**config.mk**
```make
export PLATFORM = sky130hd
export DESIGN_NAME = seg7_scan_ctrl
export DESIGN_NICKNAME = d
export VERILOG_FILES = /design/src/rtl/seg7_scan_ctrl_pkg.sv /design/src/rtl/seg7_nibble_dec.sv /design/src/rtl/seg7_scan_ctrl.sv
export SDC_FILE = /design/constraint.sdc
export NUM_CORES = 1
export LEC_CHECK = 0
export ABC_AREA = 1
export CAP_MARGIN = 25
export CORE_MARGIN = 2
export CORE_UTILIZATION = 51
export DETAILED_ROUTE_END_ITERATION = 6
export DONT_BUFFER_PORTS = 1
export GPL_TIMING_DRIVEN = 0
export PLACE_DENSITY = 0.69
export SETUP_SLACK_MARGIN = 0.15
export SLEW_MARGIN = 20
export SYNTH_ARGS = -nofsm -noshare
export SYNTH_HDL_FRONTEND = slang
export SYNTH_HIERARCHICAL = 1
export SYNTH_SLANG_ARGS = --single-unit
export TNS_END_PERCENT = 5
```
**constraint.sdc**
```tcl
create_clock -name clk -period 1.68 [get_ports clk]
set_input_delay 0.168 -clock clk [delete_from_list [all_inputs] [get_ports clk]]
set_output_delay 0.168 -clock clk [all_outputs]
set_load 0.005 [all_outputs]
```
**src/rtl/seg7_scan_ctrl_pkg.sv**
```systemverilog
// Shared types and constants for the 4-digit seven-segment scan controller.
package seg7_scan_ctrl_pkg;

    // Scan FSM: all anodes off (anti-ghost) or one anode driven.
    typedef enum logic {
        ST_BLANK = 1'b0,
        ST_DRIVE = 1'b1
    } scan_state_e;

    // One display word as captured by the load handshake.
    typedef struct packed {
        logic [15:0] value;
        logic [3:0]  dp;
        logic        lzb;
    } disp_word_t;

    localparam logic [7:0] SEG_OFF = 8'hFF;
    localparam logic [3:0] AN_OFF  = 4'hF;

    // Active-low segment patterns, bit 6 = a ... bit 0 = g, indexed by nibble.
    localparam logic [15:0][6:0] SEG_TABLE = {
        7'b0111000,  // F
        7'b0110000,  // E
        7'b1000010,  // d
        7'b0110001,  // C
        7'b1100000,  // b
        7'b0001000,  // A
        7'b0000100,  // 9
        7'b0000000,  // 8
        7'b0001111,  // 7
        7'b0100000,  // 6
        7'b0100100,  // 5
        7'b1001100,  // 4
        7'b0000110,  // 3
        7'b0010010,  // 2
        7'b1001111,  // 1
        7'b0000001   // 0
    };

    // True when digit n (n >= 1) and every digit above it are zero.
    function automatic logic lead_zero(input logic [15:0] value, input logic [1:0] n);
        logic [15:0] upper;
        upper = value >> {n, 2'b00};
        return (n != 2'd0) && (upper == 16'h0000);
    endfunction

endpackage

```
**src/rtl/seg7_nibble_dec.sv**
```systemverilog
// Combinational hex nibble to active-low seven-segment decoder.
module seg7_nibble_dec
    import seg7_scan_ctrl_pkg::*;
(
    input  logic [3:0] nibble,
    output logic [6:0] seg
);

    // Table lookup; the pattern table lives in the package.
    always_comb begin
        seg = SEG_TABLE[nibble];
    end

endmodule

```
**src/rtl/seg7_scan_ctrl.sv**
```systemverilog
// Four-digit multiplexed seven-segment scan controller with a one-deep
// pending buffer that is committed to the display only at frame boundaries.
module seg7_scan_ctrl
    import seg7_scan_ctrl_pkg::*;
#(
    parameter int REFRESH_DIV = 50000,
    parameter int BLANK_CYC   = 16
) (
    input  logic        clk,
    input  logic        rst_n,
    input  logic        load_valid,
    output logic        load_ready,
    input  logic [15:0] load_value,
    input  logic [3:0]  load_dp,
    input  logic        load_lzb,
    output logic [3:0]  an,
    output logic [7:0]  sseg,
    output logic        frame_tick
);

    localparam int CNT_MAX = (REFRESH_DIV > BLANK_CYC) ? REFRESH_DIV : BLANK_CYC;
    localparam int CNT_W   = $clog2(CNT_MAX);
    localparam logic [CNT_W-1:0] DRIVE_LAST = CNT_W'(REFRESH_DIV - 1);
    localparam logic [CNT_W-1:0] BLANK_LAST = CNT_W'(BLANK_CYC - 1);

    scan_state_e      state_q, state_d;
    logic [CNT_W-1:0] cnt_q, cnt_d;
    logic [1:0]       idx_q, idx_d;
    disp_word_t       act_q, act_d;
    disp_word_t       pend_q, pend_d;
    logic             pend_full_q, pend_full_d;
    logic [3:0]       an_q, an_d;
    logic [7:0]       sseg_q, sseg_d;

    logic             boundary;
    logic             accept;
    logic [3:0]       nibble;
    logic [6:0]       seg_pat;
    logic             digit_blank;

    seg7_nibble_dec u_dec (
        .nibble (nibble),
        .seg    (seg_pat)
    );

    // Scan FSM next state: shared counter restarts on every state change.
    always_comb begin
        state_d  = state_q;
        cnt_d    = cnt_q + CNT_W'(1);
        idx_d    = idx_q;
        boundary = 1'b0;
        case (state_q)
            ST_BLANK: begin
                if (cnt_q == BLANK_LAST) begin
                    state_d = ST_DRIVE;
                    cnt_d   = '0;
                end
            end
            ST_DRIVE: begin
                if (cnt_q == DRIVE_LAST) begin
                    state_d  = ST_BLANK;
                    cnt_d    = '0;
                    idx_d    = idx_q + 2'd1;
                    boundary = (idx_q == 2'd3);
                end
            end
            default: begin
                state_d = ST_BLANK;
                cnt_d   = '0;
            end
        endcase
    end

    // Handshake and frame commit; a word accepted on the boundary waits a frame.
    always_comb begin
        load_ready  = ~pend_full_q | ~rst_n;
        accept      = load_valid & ~pend_full_q;
        frame_tick  = boundary & rst_n;
        act_d       = act_q;
        pend_d      = pend_q;
        pend_full_d = pend_full_q;
        if (boundary) begin
            if (pend_full_q) begin
                act_d = pend_q;
            end
            pend_full_d = 1'b0;
        end
        if (accept) begin
            pend_d      = '{value: load_value, dp: load_dp, lzb: load_lzb};
            pend_full_d = 1'b1;
        end
    end

    // Pin values for the current state; registered below for one cycle latency.
    always_comb begin
        nibble      = act_q.value[{idx_q, 2'b00} +: 4];
        digit_blank = act_q.lzb & lead_zero(act_q.value, idx_q);
        an_d        = AN_OFF;
        sseg_d      = SEG_OFF;
        if (state_q == ST_DRIVE && !digit_blank) begin
            an_d   = ~(4'b0001 << idx_q);
            sseg_d = {~act_q.dp[idx_q], seg_pat};
        end
    end

    // State, buffers and output registers with synchronous reset.
    always_ff @(posedge clk) begin
        if (!rst_n) begin
            state_q     <= ST_BLANK;
            cnt_q       <= '0;
            idx_q       <= '0;
            act_q       <= '0;
            pend_q      <= '0;
            pend_full_q <= 1'b0;
            an_q        <= AN_OFF;
            sseg_q      <= SEG_OFF;
        end else begin
            state_q     <= state_d;
            cnt_q       <= cnt_d;
            idx_q       <= idx_d;
            act_q       <= act_d;
            pend_q      <= pend_d;
            pend_full_q <= pend_full_d;
            an_q        <= an_d;
            sseg_q      <= sseg_d;
        end
    end

    assign an   = an_q;
    assign sseg = sseg_q;

endmodule
```
==> Flow_metrics.wiki <==
{| class="wikitable"
! Metric !! Value
|-
| Fraction of final layout cells with drive strength greater than 1 || between 20% and 30%
|-
| Effective utilization at floorplan || between 50% and 60%
|-
| Number of buffers added on ports || 0
|-
| Final design area excluding fillers || around 4300 um^2
|-
| Final Skew || approximately 0.011 ns
|-
| Static Leakage || roughly 0.0017 uW
|-
| Part of the cycle the worst path needs || a little over nine tenths
|-
| # setup viols final || 0
|-
| Sum of routed wire segments on met1 || 3610 um
|-
| Die area || 7520 um^2
|-
| Antenna viol nets, final || 0
|-
| Number of distinct standard cells referenced by the synthesized netlist || 33
|-
| Capturing element type of the critical path || output port
|-
| Async S/R FF share, synth || 0%
|-
| TritonCTS sink count || 74
|-
| Startpoint types || register
|-
| Worst hold path cell count || 2
|-
| Number of flip-flops and latches in the synthesized netlist || 74
|-
| Die Wd || 86.7 um
|-
| Final RePlAce weighted congestion || 0.829
|-
| All-Layer GR Usage || 20.6%
|-
| Number of nets in the final layout || roughly 560
|-
| Biggest area consumer among synthesized cells || sky130_fd_sc_hd__dfxtp_1
|-
| Wirelength, routed || 7460 um
|-
| Hold Path Class || input pin to register
|-
| Via count of the first global-routing pass || between 2000 and 3000
|-
| First DRT Iteration DRCs || about 110
|-
| Antenna violations before repair || 0
|-
| Worst endpoint required time || around 1.5 ns
|-
| R2R Setup Slk || roughly 0.12 ns
|-
| Worst reg2reg path startpoint || idx_q[0]
|-
| Amount of wire on met3 after detailed routing || just under 300 um
|-
| Antenna cells || 0
|-
| Portion of the post-synthesis area used by sequential elements || 42.5%
|-
| Post-synth top area share || 42.5%
|-
| Number of placed I/O pins || 38
|-
| Post-synthesis net count || approximately 520
|-
| Hold Path Sink || pend_q[17]
|-
| Synth Warn # || 6
|-
| Final hold slack || around 0.0037 ns
|-
| Max Root-Sink Buffers || 2
|-
| Crit Path Category || register to output port
|-
| Detailed Routing Iterations Pass 1 || 5
|-
| Arrival time worst endpoint || between 1 and 1.5 ns
|-
| Max-slew violation count || 0
|-
| Post-detailed-route wirelength per cell || 12.4 um
|-
| Count of unresolved DRC violations after routing || 0
|-
| Max Fclk || about 630 MHz
|-
| Worst r2r dst || sseg[3]
|-
| Hold_sp || load_value[12]
|-
| Chip height || roughly 87 um
|-
| R2R depth || 14
|-
| Maximum number of pins on one net before global-route repair || 14
|-
| Clock Root Buffer || sky130_fd_sc_hd__clkbuf_8
|-
| Minimum period implied by the final worst setup slack || roughly 1.6 ns
|-
| Cell area after placement || ~3600 um^2
|-
| Max Used Layer || met4
|-
| Worst slew pin tran || roughly 0.52 ns
|-
| RSZ-0062 raised after global routing || yes
|-
| Clock transition at the register clock pins on the worst setup and hold paths after CTS || roughly 0.08 ns
|-
| Clock tree from TritonCTS || built
|-
| Post-synthesis average cell area || 7.15 um^2
|-
| Per-cell via count in the routed design || around 5
|-
| Placeable core region || between 6000 and 7000 um^2
|-
| Post-DP HPWL || a little over 5000 um
|-
| Max VDD drop || between 0.6 and 0.7 mV
|-
| Peak fanout along the critical path || 5
|-
| Met2 WL || roughly 3500 um
|-
| Syn Inst Count || a little under 500
|-
| # rows || 30
|-
| Leading post-synthesis cells by cell area || sky130_fd_sc_hd__dfxtp_1 42%, sky130_fd_sc_hd__nand2_1 9.5%, sky130_fd_sc_hd__nor2_1 9.0%, sky130_fd_sc_hd__nand3_1 8.0%, sky130_fd_sc_hd__inv_1 5.5%
|-
| Filler cell count in the final layout || slightly below 600
|-
| Number of flops mapped to enable cells by yosys || 0
|-
| Overflow left after global routing || 0
|-
| Result of the run || complete, no violations
|-
| Most common flop cell mapped by yosys || sky130_fd_sc_hd__dfxtp_1
|-
| Combined area of all synthesized cells || about 3500 um^2
|-
| Area of all sequential standard cells || ~1500 um^2
|-
| Clock insertion delay at the later pin of the skew report || between 0.3 and 0.4 ns
|-
| Level count of the clock H-tree || 3
|-
| Max_cap viols || 0
|-
| Synth-to-layout area growth || 23.5%
|-
| Via count || between 3000 and 4000
|-
| Areal power density over the cells || between 800 and 900 nW/um^2
|-
| Number of CTS-inserted buffers || 9
|-
| First-pass GRT wire length || around 12000 um
|-
| Worst max-slew margin expressed relative to the limit || 65.4%
|-
| Multi-input combinational cell area || about 1900 um^2
|-
| Number of endpoints with negative hold slack in the final report || 0
|}
metrics by stage:
step	total power (uW)	util, %	setup WS [ns]	instances	TNS, ns
4_1_cts	3680	60.5	0.0863	597	0
3_3_place_gp	2000	53.5	-0.0679	568	-0.158
3_5_place_dp	2010	53.5	-0.0833	568	-0.199
6_report	3660	64.1	0.0964	604	0
2_1_floorplan	1970	-	0.166	488	0
5_1_grt	3800	64.1	0.00536	604	0
cell usage after synthesis (all sizes together), types with 6 or more instances:
master,count
xor2,6
nor3,6
nand2,90
dfxtp,74
buf,12
o21ai,35
ha,12
nor2,88
clkbuf,9
inv,57
a21oi,28
nand3,59
how the worst max path moves through the flow:
stage | from | to | slack, ns | depth (start not counted)
after CTS | cnt_q[0] | act_q[7] | 0.09 | 9
after floorplan | idx_q[0] | sseg[3] | 0.17 | 13
final | cnt_q[0] | frame_tick | 0.1 | 5
after detailed placement | idx_q[1] | sseg[3] | -0.08 | 11
after global placement | idx_q[1] | sseg[3] | -0.07 | 11
after global routing | cnt_q[0] | act_q[4] | 0.005 | 8
what timing repair did:
item	4_1_cts	5_1_grt
endpoints found under the hold margin	5	0
setup endpoints to repair	41	40
gates resized for setup	26	64
hold buffers	5	0
setup buffers	9	5
pin swaps	4	31
gates cloned	0	2
cells by family (layout without fill, tap and decap cells):
family	count (synthesis)	after routing	share of synthesized area (%)
fa+ha+maj	12	12	4.31
compound gates	65	65	9.51
flops	74	74	42.5
buf+inv	80	116	9.90
xor+xnor	8	8	2.01
simple gates	249	249	31.8
layout make-up:
type,instances,area share (%)
multi-input cells,334,44.0
flip-flops and latches,74,34.8
inverters,59,5.58
repair buffers,21,4.42
plain buffers,21,3.37
clock buffers,9,2.88
clock inverters,6,2.67
well taps,80,2.32
power by group:
group	switching (uW)	internal, uW
clock	697	986
combinational	111	55.1
sequential	18.6	1800
total	827	2840
flip-flops by register name, summed over array words and instances, names as in the netlist:
name,count
idx_q,2
an,4
pend_q,21
cnt_q,16
state_q,1
act_q,21
sseg,8
pend_full_q,1
placed cells by master (no fill, tap or decap), types with 3 or more instances in the layout:
| master | netlist | layout |
|---|---|---|
| sky130_fd_sc_hd__nor2_1 | 84 | 69 |
| sky130_fd_sc_hd__nand2_1 | 88 | 77 |
| sky130_fd_sc_hd__dlygate4sd3_1 | 0 | 5 |
| sky130_fd_sc_hd__inv_1 | 51 | 45 |
| sky130_fd_sc_hd__ha_4 | 0 | 4 |
| sky130_fd_sc_hd__buf_4 | 0 | 14 |
| sky130_fd_sc_hd__nor2_4 | 3 | 9 |
| sky130_fd_sc_hd__o21ai_1 | 11 | 11 |
| sky130_fd_sc_hd__nor3_1 | 4 | 3 |
| sky130_fd_sc_hd__nand3_1 | 56 | 48 |
| sky130_fd_sc_hd__nor2_2 | 1 | 10 |
| sky130_fd_sc_hd__nand3_2 | 2 | 9 |
| sky130_fd_sc_hd__dfxtp_2 | 0 | 7 |
| sky130_fd_sc_hd__o21ai_0 | 23 | 22 |
| sky130_fd_sc_hd__dfxtp_1 | 74 | 65 |
| sky130_fd_sc_hd__inv_4 | 0 | 3 |
| sky130_fd_sc_hd__inv_2 | 6 | 7 |
| sky130_fd_sc_hd__buf_6 | 5 | 10 |
| sky130_fd_sc_hd__clkbuf_8 | 0 | 9 |
| sky130_fd_sc_hd__xor2_1 | 6 | 6 |
| sky130_fd_sc_hd__nand2_2 | 1 | 12 |
| sky130_fd_sc_hd__inv_6 | 0 | 3 |
| sky130_fd_sc_hd__clkbuf_1 | 9 | 8 |
| sky130_fd_sc_hd__a21oi_1 | 28 | 27 |
| sky130_fd_sc_hd__ha_2 | 0 | 4 |
| sky130_fd_sc_hd__bufinv_16 | 0 | 3 |
| sky130_fd_sc_hd__ha_1 | 12 | 4 |
per-layer routing:
layer	vias up	track usage, %
li1	1621	-
met1	1384	27.9
met2	80	32.9
met3	9	3.52
met4	0	8.10
met5	-	0
worst max-delay path, stage by stage (launching register included):
cell                      delay (ns)
sky130_fd_sc_hd__dfxtp_2        0.36
sky130_fd_sc_hd__ha_4           0.15
sky130_fd_sc_hd__nand3_4        0.11
sky130_fd_sc_hd__nor2_4         0.15
sky130_fd_sc_hd__nand3_4        0.13
sky130_fd_sc_hd__nor3_4         0.16
(Power assumes the default switching activity.)
